`config.mk`:
```
export PLATFORM = sky130hd
export DESIGN_NAME = pipeline_ctrl
export DESIGN_NICKNAME = d
export VERILOG_FILES = /design/src/rtl/pipeline_pkg.sv /design/src/rtl/load_use_detect.sv /design/src/rtl/pipeline_ctrl.sv
export SDC_FILE = /design/constraint.sdc
export NUM_CORES = 1
export LEC_CHECK = 0
export BUFFER_PORTS_ARGS = -buffer_cell sky130_fd_sc_hd__buf_2
export CELL_PAD_IN_SITES_DETAIL_PLACEMENT = 1
export CELL_PAD_IN_SITES_GLOBAL_PLACEMENT = 1
export CORE_UTILIZATION = 25
export CTS_CLUSTER_SIZE = 8
export DETAILED_ROUTE_END_ITERATION = 7
export GPL_TIMING_DRIVEN = 1
export PLACE_DENSITY = 0.81
export SYNTH_ARGS = -nofsm -noshare
export SYNTH_HDL_FRONTEND = slang
export SYNTH_SLANG_ARGS = --single-unit
```
`constraint.sdc`:
```
create_clock -name clk -period 3.2 [get_ports clk]
set_input_delay 0.48 -clock clk [delete_from_list [all_inputs] [get_ports clk]]
set_output_delay 0.48 -clock clk [all_outputs]
set_load 0.01 [all_outputs]
```
`src/rtl/pipeline_pkg.sv`:
```
// Shared types and constants for the five-stage pipeline stall/flush controller.
package pipeline_pkg;

    localparam int DEFAULT_REG_W = 5;
    localparam int CNT_W         = 3;

    // 2'd3 is unused and steers back to RUN in the controller.
    typedef enum logic [1:0] {
        RUN    = 2'd0,
        MULDIV = 2'd1,
        DWAIT  = 2'd2
    } ctrl_state_e;

endpackage

```
`src/rtl/load_use_detect.sv`:
```
// Load-use hazard comparator: a load in EX feeding a source register of the ID instruction.
module load_use_detect #(
    parameter int REG_W = 5
) (
    input  logic             ex_memread_i,
    input  logic [REG_W-1:0] ex_rt_i,
    input  logic [REG_W-1:0] id_rs_i,
    input  logic [REG_W-1:0] id_rt_i,
    input  logic             id_uses_rt_i,
    output logic             hazard_o
);

    logic rsMatch;
    logic rtMatch;
    logic destNonZero;

    // Register 0 is hard-wired, so a load targeting it can never create a dependency.
    always_comb begin
        destNonZero = (ex_rt_i != '0);
        rsMatch     = (ex_rt_i == id_rs_i);
        rtMatch     = id_uses_rt_i & (ex_rt_i == id_rt_i);
        hazard_o    = ex_memread_i & destNonZero & (rsMatch | rtMatch);
    end

endmodule

```
`src/rtl/pipeline_ctrl.sv`:
```
// Central stall/flush controller driving the PC and all pipeline-register enables and clears.
module pipeline_ctrl
    import pipeline_pkg::*;
#(
    parameter int REG_W      = DEFAULT_REG_W,
    parameter int MUL_CYCLES = 4
) (
    input  logic             clk,
    input  logic             reset,
    input  logic [REG_W-1:0] id_rs,
    input  logic [REG_W-1:0] id_rt,
    input  logic             id_uses_rt,
    input  logic             ex_memread,
    input  logic [REG_W-1:0] ex_rt,
    input  logic             ex_branch_taken,
    input  logic             ex_muldiv_start,
    input  logic             imem_ready,
    input  logic             dmem_req,
    input  logic             dmem_ready,
    output logic             pc_we,
    output logic             ifid_we,
    output logic             idex_we,
    output logic             exmem_we,
    output logic             memwb_we,
    output logic             ifid_flush,
    output logic             idex_flush,
    output logic             exmem_flush,
    output logic             memwb_flush,
    output logic [1:0]       state,
    output logic [CNT_W-1:0] muldiv_cnt
);

    localparam logic [CNT_W-1:0] MUL_LOAD = CNT_W'(MUL_CYCLES - 1);
    localparam bit               MUL_MULTI = (MUL_CYCLES > 1);

    ctrl_state_e      state_q, state_d;
    logic [CNT_W-1:0] muldivCnt_q, muldivCnt_d;
    logic             loadUse;
    logic             dataWait;
    logic             inMuldiv;

    load_use_detect #(
        .REG_W(REG_W)
    ) u_load_use_detect (
        .ex_memread_i (ex_memread),
        .ex_rt_i      (ex_rt),
        .id_rs_i      (id_rs),
        .id_rt_i      (id_rt),
        .id_uses_rt_i (id_uses_rt),
        .hazard_o     (loadUse)
    );

    // MEM only holds bubbles during a mult/div, so a data-memory request is ignored there.
    always_comb begin
        inMuldiv = (state_q == MULDIV);
        dataWait = dmem_req & ~dmem_ready & ~inMuldiv;
    end

    // State and mult/div counter registers; reset aborts any wait straight back to RUN.
    always_ff @(posedge clk or negedge reset) begin
        if (!reset) begin
            state_q     <= RUN;
            muldivCnt_q <= '0;
        end else begin
            state_q     <= state_d;
            muldivCnt_q <= muldivCnt_d;
        end
    end

    // Next state: DWAIT and the illegal code both follow RUN rules, so only MULDIV is special.
    always_comb begin
        state_d     = RUN;
        muldivCnt_d = '0;
        case (state_q)
            MULDIV: begin
                if (muldivCnt_q <= CNT_W'(1)) begin
                    state_d     = RUN;
                    muldivCnt_d = '0;
                end else begin
                    state_d     = MULDIV;
                    muldivCnt_d = muldivCnt_q - CNT_W'(1);
                end
            end
            default: begin
                if (dataWait) begin
                    state_d = DWAIT;
                end else if (ex_muldiv_start && MUL_MULTI) begin
                    state_d     = MULDIV;
                    muldivCnt_d = MUL_LOAD;
                end
            end
        endcase
    end

    // Outputs in priority order: reset, mult/div occupancy, data wait, mult/div start, branch, load-use, fetch miss.
    always_comb begin
        pc_we       = 1'b1;
        ifid_we     = 1'b1;
        idex_we     = 1'b1;
        exmem_we    = 1'b1;
        memwb_we    = 1'b1;
        ifid_flush  = 1'b0;
        idex_flush  = 1'b0;
        exmem_flush = 1'b0;
        memwb_flush = 1'b0;
        if (!reset) begin
            pc_we       = 1'b0;
            ifid_we     = 1'b0;
            idex_we     = 1'b0;
            exmem_we    = 1'b0;
            memwb_we    = 1'b0;
            ifid_flush  = 1'b1;
            idex_flush  = 1'b1;
            exmem_flush = 1'b1;
            memwb_flush = 1'b1;
        end else if (inMuldiv || dataWait == 1'b0 && ex_muldiv_start) begin
            pc_we       = 1'b0;
            ifid_we     = 1'b0;
            idex_we     = 1'b0;
            exmem_flush = 1'b1;
        end else if (dataWait) begin
            pc_we       = 1'b0;
            ifid_we     = 1'b0;
            idex_we     = 1'b0;
            exmem_we    = 1'b0;
            memwb_flush = 1'b1;
        end else if (ex_branch_taken) begin
            ifid_flush = 1'b1;
            idex_flush = 1'b1;
        end else if (loadUse) begin
            pc_we      = 1'b0;
            ifid_we    = 1'b0;
            idex_flush = 1'b1;
        end else if (!imem_ready) begin
            pc_we      = 1'b0;
            ifid_flush = 1'b1;
        end
    end

    // Observability of the controller's internal state.
    always_comb begin
        state      = state_q;
        muldiv_cnt = muldivCnt_q;
    end

endmodule

```
==> After elaboration in Yosys (flattened, before gate mapping) <==
Cells that the tools add are included.
{ "totals": {"out_inout_bits": 14, "regBits": 5, "elab_cells": 60} }
{ "classes": {"n_reduce_logical": 3, "eq_ne": 3, "mux": 41, "bitwise_logic": 9, "n_lt_le_gt_ge": 1, "add_sub_neg": 1} }
{ "ops": {"columns": ["cell", "n"], "rows": [
  ["1-bit two-way mux", 35],
  ["5-bit == test", 2],
  ["2-bit two-way mux", 4],
  ["3-bit two-way mux", 2],
  ["1-bit bitwise AND", 5],
  ["5-bit nonzero test", 1],
  ["3-bit by 1-bit <= comparator with 1-bit output (second input constant)", 1],
  ["1-bit NOT", 3],
  ["3-bit by 1-bit subtractor with 3-bit output (second input constant)", 1],
  ["2-bit by 1-bit == test with 1-bit output (second input constant)", 1],
  ["1-bit logical AND", 1],
  ["1-bit logical OR", 1],
  ["1-bit bitwise OR", 1]
]} }

==> Longest topological paths before layout <==
Gate-level depths: netlist of run 1.
{ "logic_depth": {"depth_word": 9, "depth_mapped": 5, "depth_no_buf": 5} }

==> By module <==
Synthesis of run 1 repeated with hierarchy kept, for this count alone.
{ "hier_totals": {"hier_cells": 54, "hier_area_um2": 456.7} }
{ "modules_own_cells": {"columns": ["mod", "area_per_inst_um2", "cells_each", "n_inst"], "rows": [
  ["pipeline_ctrl", 324.1, 37, 1],
  ["load_use_detect", 132.6, 17, 1]
]} }

==> Worst setup path after synthesis of run 1 <==
No wires, ideal clock.
{ "synth_timing": {"kind": "input -> output", "from": "input port ex_rt[0]", "to": "output port idex_flush", "path_slack_ns": 1.177, "cell_stages": 4, "required_ns": 2.720, "n_path_buf": 0, "arrival_time_ns": 1.543, "cell_sequence": "or4_4 -> o21ai_2 -> nor2_1 -> a221o_1"} }
{ "synth_between": {"elab_chain_cells": 9} }
{ "synth_lines": {"columns": ["element", "line", "source"], "rows": [
  ["from (decl)", "pipeline_ctrl.sv:14", "input logic [REG_W-1:0] ex_rt,"],
  ["5-bit == test", "load_use_detect.sv:21", "rtMatch = id_uses_rt_i & (ex_rt_i == id_rt_i);"],
  ["1-bit bitwise AND", "load_use_detect.sv:21", null],
  ["1-bit bitwise OR", "load_use_detect.sv:22", "hazard_o = ex_memread_i & destNonZero & (rsMatch | rtMatch);"],
  ["1-bit bitwise AND *", "load_use_detect.sv:22", null],
  ["1-bit two-way mux *", "pipeline_ctrl.sv:130", "end else if (loadUse) begin"],
  ["1-bit two-way mux *", "pipeline_ctrl.sv:127", "end else if (ex_branch_taken) begin"],
  ["1-bit two-way mux *", "pipeline_ctrl.sv:121", "end else if (dataWait) begin"],
  ["1-bit two-way mux *", "pipeline_ctrl.sv:116", "end else if (inMuldiv || dataWait == 1'b0 && ex_muldiv_start) begin"],
  ["1-bit two-way mux *", "pipeline_ctrl.sv:106", "if (!reset) begin"],
  ["to (decl)", "pipeline_ctrl.sv:26", "output logic idex_flush,"]
]} }
Mark *: on every way between the ends. The rest lies on a longest branch, timed or not.

==> Final worst setup path of run 1 <==
Ends and elaborated chain as after synthesis.

==> results of run 1 <==
cell families (layout without fill, tap and decap cells):
| kind of cell | Yosys count | count (layout) | synth area share |
|---|---|---|---|
| simple gates | 24 | 24 | 0.271 |
| compound gates | 11 | 11 | 0.155 |
| xor+xnor | 10 | 10 | 0.194 |
| flops | 5 | 5 | 0.277 |
| buf+inv | 5 | 45 | 0.0499 |
| fa+ha+maj | 1 | 1 | 0.0277 |
| mux | 1 | 1 | 0.0249 |
stage by stage:
step | total power, mW | hold WS [ps]
floorplan | 0.140 | 184
global placement | 0.187 | 332
detailed placement | 0.191 | 340
CTS | 0.270 | 72.5
global route | 0.285 | 87.8
finish | 0.267 | 67.9
layout by cell type, fill, tap and decap left out, types with 2 or more instances in the layout:
master	netlist	final
xnor2_1	10	10
o21ai_0	4	4
nand2_1	5	5
buf_2	0	37
dfrtp_1	5	5
clkbuf_4	0	3
nor3_1	2	2
nor2_1	6	6
nor2b_1	2	2
nand3_1	3	3
inv_1	4	4
nand2b_1	2	2
a21oi_1	2	2
final timing paths:
| check | endpoint | start | slack (ps) |
|---|---|---|---|
| setup / recovery | idex_flush | ex_rt[0] | 920 |
| hold / removal | muldiv_cnt[0] | reset | 70 |
| setup reg to reg | muldiv_cnt[0] | state[1] | 2090 |
| hold reg to reg | muldiv_cnt[0] | muldiv_cnt[0] | 530 |
| max in group asynchronous | state[1] | reset | 2950 |
| min in group clk | muldiv_cnt[0] | muldiv_cnt[0] | 530 |
sequential cells by signal, summed over array words and instances (netlist names):
register    flops
muldiv_cnt      3
state           2
area by class of cell:
type	count	area, um^2	area share
Timing Repair Buffer	37	185	0.270
Multi-Input combinational cell	47	304	0.443
Sequential cell	5	125	0.182
Clock buffer	4	26.3	0.0383
Inverter	4	15.0	0.0219
Tap cell	24	30.0	0.0438
critical path, stage by stage:
cell     delay, ps
buf_2          120
or4_4          530
o21ai_2        170
nor2_1          60
a221o_1        300
buf_2          140
power by group through the flow:
stage	combinational [mW]	clock (mW)	sequential [mW]
floorplan	0.0544	0	0.0860
global placement	0.106	0	0.0815
detailed placement	0.109	0	0.0821
CTS	0.110	0.0796	0.0812
global route	0.121	0.0815	0.0825
finish	0.108	0.0780	0.0814
layer usage:
layer  vias to the layer above  routed length, um
met4                         0                 11
met3                         2                 59
met2                        17                696
met1                       243                669
li1                        277                  -
met5                         -                  0
==> impl_metrics.prom, run 1 <==
# TYPE chip_impl_metric gauge
chip_impl_metric{name="detail_route.iter0.violations",unit=""} 6
chip_impl_metric{name="design.die.area",unit="um^2"} 1980
chip_impl_metric{name="routed-via-count",unit=""} 539
chip_impl_metric{name="cp_max_fo",unit=""} 3
chip_impl_metric{name="totalNegativeSetupSlack",unit="ps"} 0
chip_impl_metric{name="post-synth-top-area-fraction",unit=""} 0.277
chip_impl_info{name="clockRootBuffer",value="clkbuf_4"} 1
chip_impl_info{name="kind_of_start_point_of_the_critical_path",value="input pin"} 1
chip_impl_metric{name="numPlacedInstances",unit=""} 117
chip_impl_metric{name="clock_tree.buffer_depth",unit=""} 2
chip_impl_metric{name="layoutNonFillerInstCount",unit=""} 121
chip_impl_metric{name="dp.final_hpwl",unit="um"} 1260
chip_impl_metric{name="grt.met3_usage",unit=""} 0.0245
chip_impl_metric{name="htree_levels",unit=""} 1
chip_impl_metric{name="cp.required",unit="ps"} 2720
chip_impl_metric{name="ant_nets",unit=""} 0
chip_impl_metric{name="finClkSkew",unit="ps"} 5.25
chip_impl_metric{name="diodes",unit=""} 0
chip_impl_metric{name="cellLeakagePower",unit="nW"} 0.346
chip_impl_metric{name="global_route.usage.met1",unit=""} 0.231
chip_impl_metric{name="boundaryPins",unit=""} 38
chip_impl_metric{name="final_period_minus_worst_setup_slack",unit="ps"} 2280
chip_impl_metric{name="filler_cells",unit=""} 219
chip_impl_info{name="status",value="finished, final reports clean"} 1
chip_impl_metric{name="ir_drop_worst_case_vdd",unit="uV"} 228
chip_impl_info{name="timing.critical_path.to_type",value="output port"} 1
chip_impl_metric{name="power.switching",unit="uW"} 95.6
chip_impl_metric{name="post_cts.repair.setup_buffers",unit=""} 0
chip_impl_metric{name="tritoncts.num_buffers",unit=""} 3
chip_impl_metric{name="grt_start_max_net_pins",unit=""} 11
chip_impl_info{name="cts_tree",value="yes"} 1
chip_impl_metric{name="syn_area_per_cell",unit="um^2"} 7.92
chip_impl_metric{name="power_density",unit="nW/um^2"} 389
chip_impl_metric{name="final-max-slew-violation-count",unit=""} 0
chip_impl_metric{name="asyncSetResetFlopFracSynth",unit=""} 1.00
chip_impl_metric{name="ratio_of_cells_with_drive_above_1_in_the_final_layout",unit=""} 0.443
chip_impl_metric{name="power_frac_clock",unit=""} 0.292
chip_impl_metric{name="synth_enable_flop_cells",unit=""} 0
chip_impl_metric{name="seq_area_frac_synth",unit=""} 0.277
chip_impl_metric{name="power.share.switching",unit=""} 0.358
chip_impl_metric{name="p_seq_frac",unit=""} 0.305
chip_impl_metric{name="area.growth.synth_to_final",unit="%"} 51.8
chip_impl_info{name="rsz0062_at_grt",value="no"} 1
chip_impl_metric{name="floorplan.initialDensity",unit=""} 0.283
chip_impl_info{name="postSynth.topFlopCell",value="dfrtp_1"} 1
chip_impl_metric{name="preCtsSetupSlack",unit="ps"} 918
chip_impl_metric{name="final_util",unit=""} 0.430
chip_impl_metric{name="achievable_clock_frequency",unit="MHz"} 438
chip_impl_metric{name="initial_antenna_violation_count",unit=""} 0
chip_impl_metric{name="cts_clock_pin_slew_for_the_worst_setup_and_hold_paths",unit="ps"} 50
chip_impl_metric{name="postSynthRegisterBits",unit=""} 5
chip_impl_metric{name="synthCells",unit=""} 57
chip_impl_metric{name="timing.final.setup_violations",unit=""} 0
chip_impl_metric{name="die_height",unit="um"} 44.5
chip_impl_metric{name="resized_cells_post_cts",unit=""} 0
chip_impl_info{name="worst_hold_path_type",value="input pin to async pin"} 1
chip_impl_info{name="netlist_top_cells_area",value="dfrtp_1 (28%), xnor2_1 (19%), nor2_1 (5.0%)"} 1
chip_impl_metric{name="placed_cell_area",unit="um^2"} 659
chip_impl_metric{name="hold_buffers",unit=""} 0
chip_impl_info{name="yosys.area.top_type",value="dfrtp_1"} 1
chip_impl_metric{name="power.share.combinational",unit=""} 0.403
chip_impl_metric{name="cells_on_worst_reg2reg_path",unit=""} 3
chip_impl_metric{name="crit_arrival",unit="ps"} 1800
chip_impl_metric{name="first_pass_iters",unit=""} 4
chip_impl_metric{name="wl_per_cell",unit="um"} 11.9
chip_impl_metric{name="grt_remaining_overflow",unit=""} 0
chip_impl_metric{name="cts.sink_count",unit=""} 5
chip_impl_metric{name="maxCapViolations",unit=""} 0
chip_impl_metric{name="max-slew-margin-rel",unit=""} 0.753
chip_impl_metric{name="insertion_delay",unit="ps"} 250
chip_impl_metric{name="die_w",unit="um"} 44.5
chip_impl_metric{name="postLayoutSetupSlackWorst",unit="ps"} 918
chip_impl_metric{name="area_of_the_mapped_netlist",unit="um^2"} 452
chip_impl_metric{name="core-area",unit="um^2"} 1590
chip_impl_metric{name="grt_first_pass_wirelength",unit="um"} 2330
chip_impl_metric{name="cell_internal_pwr",unit="uW"} 171
chip_impl_metric{name="synthDistinctLibCells",unit=""} 23
chip_impl_metric{name="post-route-drc-count",unit=""} 0
chip_impl_metric{name="wl",unit="um"} 1440
chip_impl_metric{name="rows",unit=""} 14
chip_impl_metric{name="detail_route.vias_per_cell",unit=""} 4.45
chip_impl_metric{name="place.gp.congestion",unit=""} 0.776
chip_impl_metric{name="hold_viol_final",unit=""} 0
chip_impl_metric{name="grt_use_met2",unit=""} 0.244
chip_impl_metric{name="design.final.nets",unit=""} 123
chip_impl_metric{name="final_std_cell_area_no_fill",unit="um^2"} 686
chip_impl_metric{name="number_of_global_route_vias_before_repair",unit=""} 510
chip_impl_metric{name="synth_fp_nets",unit=""} 82
chip_impl_metric{name="yosysWarningCount",unit=""} 0
chip_impl_info{name="path_class",value="input pin to output port"} 1
chip_impl_metric{name="worstMarginPinSlew",unit="ps"} 368
chip_impl_metric{name="grt_usage",unit=""} 0.163
chip_impl_metric{name="port_bufs",unit=""} 37
chip_impl_metric{name="timing.final.crit_share",unit=""} 0.713
chip_impl_info{name="post-synth-top-count-cell",value="xnor2_1"} 1
chip_impl_info{name="synth.cells.most_frequent",value="xnor2_1 (10), nor2_1 (6), dfrtp_1 (5), nand2_1 (5)"} 1
chip_impl_info{name="global_route.peak_usage_layer",value="met2"} 1
No activity file was read; power rests on OpenSTA's default activity.
==> run 2: changes to the inputs <==
- CORE_UTILIZATION: 25 -> 23
- PLACE_DENSITY: 0.81 -> 0.75
- clock period: 3.2 -> 2.3 ns (I/O delays scaled with it)
==> run 2 against run 1 <==
  * Sequential power rose by 39%
  * Utilization fell by 3.9 points
  * Clock skew fell by 0.91 ps
  * Critical endpoint is now ifid_we
  * Highest routed layer is now met3
==> impl_metrics.prom, run 2 (synthesis gave the netlist of run 1 again) <==
# TYPE chip_impl_metric gauge
chip_impl_info{name="status",value="finished, final reports clean"} 1
chip_impl_metric{name="maxCapViolations",unit=""} 0
chip_impl_metric{name="timing.final.crit_share",unit=""} 0.897
chip_impl_metric{name="final_std_cell_area_no_fill",unit="um^2"} 697
chip_impl_metric{name="p_seq_frac",unit=""} 0.311
chip_impl_metric{name="power_frac_clock",unit=""} 0.272
chip_impl_metric{name="achievable_clock_frequency",unit="MHz"} 485
chip_impl_info{name="rsz0062_at_grt",value="no"} 1
chip_impl_metric{name="place.gp.congestion",unit=""} 0.770
chip_impl_metric{name="final-max-slew-violation-count",unit=""} 0
chip_impl_metric{name="hold_buffers",unit=""} 1
chip_impl_info{name="clockRootBuffer",value="clkbuf_4"} 1
chip_impl_metric{name="resized_cells_post_cts",unit=""} 0
chip_impl_metric{name="grt_first_pass_wirelength",unit="um"} 2300
chip_impl_metric{name="ir_drop_worst_case_vdd",unit="uV"} 307
chip_impl_metric{name="crit_arrival",unit="ps"} 1720
chip_impl_metric{name="sum_of_buffers_and_inverters_on_the_critical_path",unit=""} 4
chip_impl_metric{name="routed-via-count",unit=""} 538
chip_impl_metric{name="ant_nets",unit=""} 0
chip_impl_metric{name="hold_viol_final",unit=""} 0
chip_impl_metric{name="worstMarginPinSlew",unit="ps"} 413
chip_impl_metric{name="tritoncts.num_buffers",unit=""} 3
chip_impl_metric{name="totalNegativeSetupSlack",unit="ps"} 0
chip_impl_metric{name="cp.depth",unit=""} 6
chip_impl_info{name="kind_of_start_point_of_the_critical_path",value="input pin"} 1
chip_impl_metric{name="placed_cell_area",unit="um^2"} 661
chip_impl_metric{name="final_period_minus_worst_setup_slack",unit="ps"} 2060
chip_impl_metric{name="layoutNonFillerInstCount",unit=""} 123
chip_impl_metric{name="wl_per_cell",unit="um"} 11.6
chip_impl_metric{name="die_height",unit="um"} 46.3
chip_impl_metric{name="design.die.area",unit="um^2"} 2150
chip_impl_metric{name="detail_route.iter0.violations",unit=""} 2
chip_impl_info{name="crit_path_cell_trace",value="dlygate4sd3_1, buf_2, inv_1, nor2_1, a21boi_0, buf_2"} 1
chip_impl_info{name="worst_hold_path_type",value="input pin to flop"} 1
chip_impl_metric{name="core-area",unit="um^2"} 1780
chip_impl_metric{name="whs_path_depth",unit=""} 3
chip_impl_metric{name="power.share.switching",unit=""} 0.342
chip_impl_metric{name="rows",unit=""} 15
chip_impl_metric{name="cpPeakStageDelay",unit="ps"} 520
chip_impl_info{name="path_class",value="input pin to output port"} 1
chip_impl_metric{name="cell_internal_pwr",unit="uW"} 239
chip_impl_metric{name="insertion_delay",unit="ps"} 240
chip_impl_metric{name="ratio_of_cells_with_drive_above_1_in_the_final_layout",unit=""} 0.439
chip_impl_info{name="cts_tree",value="yes"} 1
chip_impl_metric{name="area.growth.synth_to_final",unit="%"} 54.3
chip_impl_metric{name="numPlacedInstances",unit=""} 118
chip_impl_metric{name="wl",unit="um"} 1430
chip_impl_metric{name="power.switching",unit="uW"} 124
chip_impl_metric{name="timing.final.setup_violations",unit=""} 0
chip_impl_info{name="timing.critical_path.to_type",value="output port"} 1
chip_impl_metric{name="first_pass_iters",unit=""} 4
chip_impl_metric{name="max-slew-margin-rel",unit=""} 0.723
chip_impl_metric{name="floorplan.initialDensity",unit=""} 0.253
chip_impl_metric{name="clock_tree.buffer_depth",unit=""} 2
chip_impl_metric{name="number_of_global_route_vias_before_repair",unit=""} 524
chip_impl_metric{name="boundaryPins",unit=""} 38
chip_impl_metric{name="die_w",unit="um"} 46.3
chip_impl_metric{name="port_bufs",unit=""} 37
chip_impl_info{name="critPathSlowestCell",value="dlygate4sd3_1"} 1
chip_impl_metric{name="diodes",unit=""} 0
chip_impl_metric{name="largest_reg_flops",unit=""} 3
chip_impl_metric{name="detail_route.vias_per_cell",unit=""} 4.37
chip_impl_metric{name="power_density",unit="nW/um^2"} 520
chip_impl_metric{name="power.share.combinational",unit=""} 0.418
chip_impl_info{name="layout.cells.most_common_list",value="buf_2 (37), xnor2_1 (10), nor2_1 (6)"} 1
chip_impl_metric{name="grt_usage",unit=""} 0.152
chip_impl_metric{name="cts_clock_pin_slew_for_the_worst_setup_and_hold_paths",unit="ps"} 40
chip_impl_metric{name="cells_on_worst_reg2reg_path",unit=""} 5
chip_impl_info{name="layout.cells.most_common",value="buf_2"} 1
chip_impl_metric{name="grt_start_max_net_pins",unit=""} 11
chip_impl_metric{name="filler_cells",unit=""} 241
chip_impl_metric{name="grt_remaining_overflow",unit=""} 0
chip_impl_metric{name="post-route-drc-count",unit=""} 0
chip_impl_metric{name="final_util",unit=""} 0.391
chip_impl_metric{name="finClkSkew",unit="ps"} 4.34
chip_impl_info{name="critical-path-top-delay-family",value="buffers and inverters"} 1
chip_impl_metric{name="design.final.nets",unit=""} 124
chip_impl_metric{name="cts.sink_count",unit=""} 5
chip_impl_metric{name="initial_antenna_violation_count",unit=""} 0
chip_impl_metric{name="dp.final_hpwl",unit="um"} 1270
chip_impl_info{name="timing.critical_path.mode_cell",value="buf_2"} 1
chip_impl_metric{name="cp_max_fo",unit=""} 10
chip_impl_metric{name="htree_levels",unit=""} 1
chip_impl_metric{name="cellLeakagePower",unit="nW"} 0.350
chip_impl_metric{name="post_cts.repair.setup_buffers",unit=""} 0
chip_impl_metric{name="cp.required",unit="ps"} 1960
==> run 2: routing by layer <==
metal | global-route usage | part of all wire | vias up
met4 | 0.0176 | 0 | 0
met2 | 0.250 | 0.51 | 12
met3 | 0.0471 | 0.028 | 0
met5 | 0 | 0 | -
met1 | 0.199 | 0.46 | 248
li1 | - | - | 278
==> run 2: worst min-delay path: cells and delay by family <==
| family | cells | cell delay [ps] |
|---|---|---|
| AND/OR/NAND/NOR | 2 | 160 |
| buffers and inverters | 1 | 100 |
==> run 2: through the flow <==
step / power [mW] / setup WS, ps / hold slack [ps]
4_1_cts: 0.370 / 217 / 422
5_1_grt: 0.396 / 155 / 448
2_1_floorplan: 0.195 / 483 / 49.4
6_report: 0.362 / 238 / 427
3_3_place_gp: 0.261 / 309 / 199
3_5_place_dp: 0.265 / 266 / 203
==> run 2: layout make-up <==
type                    instances  area, um^2  share of cell area
multi-input cells              47         304               0.436
repair buffers                 38         195               0.280
flip-flops and latches          5         125               0.180
well taps                      25        31.3              0.0449
clock buffers                   4        26.3              0.0377
inverters                       4        15.0              0.0215
==> run 2: path summary, 6_finish.rpt <==
check,from,end,slack [ps]
max reg2reg,muldiv_cnt[0],muldiv_cnt[2],1220
min in group asynchronous,reset,muldiv_cnt[2],480
max in group asynchronous,reset,muldiv_cnt[0],1650
min,dmem_req,state[1],430
min reg2reg,muldiv_cnt[0],muldiv_cnt[0],520
max,reset,ifid_we,240
==> run 2: power groups by stage <==
stage	logic, mW	clock network [mW]	registers (mW)
2_1_floorplan	0.0757	0	0.120
3_3_place_gp	0.147	0	0.113
3_5_place_dp	0.152	0	0.114
4_1_cts	0.154	0.103	0.113
5_1_grt	0.170	0.110	0.115
6_report	0.151	0.0984	0.113
==> run 3: changes to the inputs <==
- ABC_AREA: not set -> 1
- CORE_UTILIZATION: 23 -> 24
- PLACE_DENSITY: 0.75 -> 0.77
- SYNTH_HIERARCHICAL: not set -> 1
==> run 3 against run 2 <==
  * Area after synthesis grew 22%
  * First-iteration DRC count is the same
  * Largest power group unchanged
  * Clock-buffer cell count is the same
==> impl_metrics.prom, run 3 <==
# TYPE chip_impl_metric gauge
chip_impl_info{name="status",value="finished, final reports clean"} 1
chip_impl_metric{name="seq_area_frac_synth",unit=""} 0.228
chip_impl_metric{name="asyncSetResetFlopFracSynth",unit=""} 1.00
chip_impl_metric{name="core-area",unit="um^2"} 2060
chip_impl_metric{name="cts.sink_count",unit=""} 5
chip_impl_info{name="critical-path-top-delay-family",value="buffers and inverters"} 1
chip_impl_info{name="critPathSlowestCell",value="dlygate4sd3_1"} 1
chip_impl_metric{name="timing.final.setup_violations",unit=""} 0
chip_impl_metric{name="worstMarginPinSlew",unit="ps"} 215
chip_impl_metric{name="rows",unit=""} 16
chip_impl_info{name="postSynth.topFlopCell",value="dfrtp_1"} 1
chip_impl_metric{name="die_height",unit="um"} 49.8
chip_impl_metric{name="ant_nets",unit=""} 0
chip_impl_metric{name="crit_arrival",unit="ps"} 1510
chip_impl_metric{name="largest_reg_flops",unit=""} 3
chip_impl_info{name="synth.cells.most_frequent",value="nand2_1 (29), inv_1 (21), nor2_1 (13), dfrtp_1 (5), nand3_1 (4)"} 1
chip_impl_metric{name="cp_max_fo",unit=""} 11
chip_impl_info{name="crit_path_cell_trace",value="dlygate4sd3_1, buf_2, nand4_1, nor2_1, buf_2"} 1
chip_impl_metric{name="finClkSkew",unit="ps"} 9.32
chip_impl_metric{name="cellLeakagePower",unit="nW"} 0.521
chip_impl_info{name="cts_tree",value="yes"} 1
chip_impl_metric{name="design.die.area",unit="um^2"} 2480
chip_impl_metric{name="area_of_the_mapped_netlist",unit="um^2"} 549
chip_impl_info{name="kind_of_start_point_of_the_critical_path",value="input pin"} 1
chip_impl_metric{name="reg2reg_slack",unit="ps"} 1320
chip_impl_metric{name="yosysWarningCount",unit=""} 6
chip_impl_info{name="yosys.area.top_type",value="dfrtp_1"} 1
chip_impl_info{name="layout.cells.most_common",value="buf_2"} 1
chip_impl_info{name="clockRootBuffer",value="clkbuf_4"} 1
chip_impl_metric{name="grt_start_max_net_pins",unit=""} 12
chip_impl_metric{name="post-route-drc-count",unit=""} 0
chip_impl_metric{name="ratio_of_cells_with_drive_above_1_in_the_final_layout",unit=""} 0.368
chip_impl_metric{name="max-slew-margin-rel",unit=""} 0.857
chip_impl_metric{name="initial_antenna_violation_count",unit=""} 0
chip_impl_metric{name="final_util",unit=""} 0.387
chip_impl_metric{name="synthCells",unit=""} 95
chip_impl_metric{name="cp.required",unit="ps"} 1960
chip_impl_metric{name="maxCapViolations",unit=""} 0
chip_impl_info{name="layout.cells.most_common_list",value="buf_2 (37), nand2_1 (29), inv_1 (21)"} 1
chip_impl_metric{name="wl",unit="um"} 1560
chip_impl_metric{name="sum_of_buffers_and_inverters_on_the_critical_path",unit=""} 3
chip_impl_metric{name="grt_first_pass_wirelength",unit="um"} 2730
chip_impl_metric{name="power_density",unit="nW/um^2"} 495
chip_impl_info{name="post-synth-top-count-cell",value="nand2_1"} 1
chip_impl_metric{name="clock_tree.buffer_depth",unit=""} 2
chip_impl_metric{name="dp.final_hpwl",unit="um"} 1330
chip_impl_metric{name="cts_clock_pin_slew_for_the_worst_setup_and_hold_paths",unit="ps"} 50
chip_impl_metric{name="hold_buffers",unit=""} 1
chip_impl_metric{name="cells_on_worst_reg2reg_path",unit=""} 4
chip_impl_metric{name="diodes",unit=""} 0
chip_impl_metric{name="area.growth.synth_to_final",unit="%"} 45.1
chip_impl_info{name="launching_point_of_the_worst_reg2reg_path",value="muldiv_cnt[0]"} 1
chip_impl_info{name="worst_hold_path_type",value="input pin to flop"} 1
chip_impl_metric{name="boundaryPins",unit=""} 38
chip_impl_metric{name="timing.final.crit_share",unit=""} 0.807
chip_impl_metric{name="htree_levels",unit=""} 1
chip_impl_metric{name="detail_route.iter0.violations",unit=""} 2
chip_impl_info{name="timing.critical_path.mode_cell",value="buf_2"} 1
chip_impl_metric{name="post_cts.repair.setup_buffers",unit=""} 0
chip_impl_metric{name="cpPeakStageDelay",unit="ps"} 530
chip_impl_metric{name="wl_per_cell",unit="um"} 9.56
chip_impl_metric{name="ir_drop_worst_case_vdd",unit="uV"} 252
chip_impl_metric{name="hold_viol_final",unit=""} 0
chip_impl_metric{name="first_pass_iters",unit=""} 2
chip_impl_metric{name="postSynthRegisterBits",unit=""} 5
chip_impl_metric{name="number_of_global_route_vias_before_repair",unit=""} 682
chip_impl_metric{name="grt_usage",unit=""} 0.141
chip_impl_metric{name="detail_route.vias_per_cell",unit=""} 4.17
chip_impl_info{name="hp-start",value="dmem_req"} 1
chip_impl_info{name="worstHoldEndpoint",value="state[1]"} 1
chip_impl_metric{name="totalNegativeSetupSlack",unit="ps"} 0
chip_impl_metric{name="tritoncts.num_buffers",unit=""} 3
chip_impl_info{name="timing.critical_path.to_type",value="output port"} 1
chip_impl_metric{name="final-max-slew-violation-count",unit=""} 0
chip_impl_metric{name="achievable_clock_frequency",unit="MHz"} 539
chip_impl_metric{name="design.final.nets",unit=""} 162
chip_impl_metric{name="syn_area_per_cell",unit="um^2"} 5.78
chip_impl_info{name="worst_r2r_endpoint",value="muldiv_cnt[2]"} 1
chip_impl_metric{name="synth_fp_nets",unit=""} 120
chip_impl_metric{name="whs_path_depth",unit=""} 3
chip_impl_metric{name="resized_cells_post_cts",unit=""} 0
chip_impl_metric{name="grt_remaining_overflow",unit=""} 0
chip_impl_metric{name="post-synth-top-area-fraction",unit=""} 0.228
chip_impl_metric{name="design_power_total",unit="uW"} 394
chip_impl_metric{name="synthDistinctLibCells",unit=""} 19
chip_impl_metric{name="final_period_minus_worst_setup_slack",unit="ps"} 1860
chip_impl_metric{name="port_bufs",unit=""} 37
chip_impl_metric{name="routed-via-count",unit=""} 679
chip_impl_metric{name="die_w",unit="um"} 49.8
chip_impl_metric{name="synth_enable_flop_cells",unit=""} 0
chip_impl_info{name="netlist_top_cells_area",value="dfrtp_1 (23%), nand2_1 (20%), inv_1 (14%)"} 1
chip_impl_metric{name="insertion_delay",unit="ps"} 250
chip_impl_info{name="rsz0062_at_grt",value="no"} 1
chip_impl_metric{name="floorplan.initialDensity",unit=""} 0.266
chip_impl_info{name="path_class",value="input pin to output port"} 1
chip_impl_metric{name="place.gp.congestion",unit=""} 0.759
==> run 3: logic make-up after synthesis <==
kind of cell | after synthesis | share of synthesized area
buffers and inverters | 25 | 0.187
flip-flops | 5 | 0.228
XOR/XNOR | 2 | 0.0319
adder cells (fa/ha/maj) | 1 | 0.0228
AND/OR/NAND/NOR | 55 | 0.453
AO/OA/AOI/OAI | 7 | 0.0774
==> run 3: worst max-delay path by stage <==
| stage | startpoint | end | depth (start not counted) | slack [ps] |
|---|---|---|---|---|
| after floorplan | ex_rt[3] | idex_flush | 10 | 860 |
| after global placement | ex_rt[2] | idex_flush | 12 | 560 |
| after detailed placement | ex_rt[3] | idex_flush | 12 | 510 |
| after CTS | reset | ifid_we | 5 | 440 |
| after global routing | reset | ifid_we | 5 | 330 |
| final | reset | ifid_we | 5 | 440 |
==> run 3: layout make-up <==
cell class | instances | area (um^2)
Clock buffer | 4 | 26.3
Fill cell | 295 | 1260
Inverter | 24 | 95.1
Multi-Input combinational cell | 65 | 322
Sequential cell | 5 | 125
Tap cell | 27 | 33.8
Timing Repair Buffer | 38 | 195
==> run 3: power breakdown <==
part / switching, mW / internal (mW)
clock: 0.0401 / 0.0659
sequential: 0.0127 / 0.102
combinational: 0.0994 / 0.0739
==> run 3: metal layers <==
layer	routed length (um)	part of all wire	GRT usage
met1	667	0.43	0.146
met3	70	0.045	0.0432
met4	0	0	0.0286
met2	821	0.53	0.273
met5	0	0	0
==> run 3: worst min-delay path: stages <==
cell and delay, ps:
buf_2 110, nand2_4 100, nor2_4 50
==> run 3: through the flow <==
stage                     area (um^2)  setup WS (ps)  hold slack, ps  instances
after floorplan                   549            860            49.4         95
after global routing              797            329             394        163
after CTS                         797            438             395        163
after global placement            761            561             200        158
final                             797            443             399        163
after detailed placement          761            515             205        158
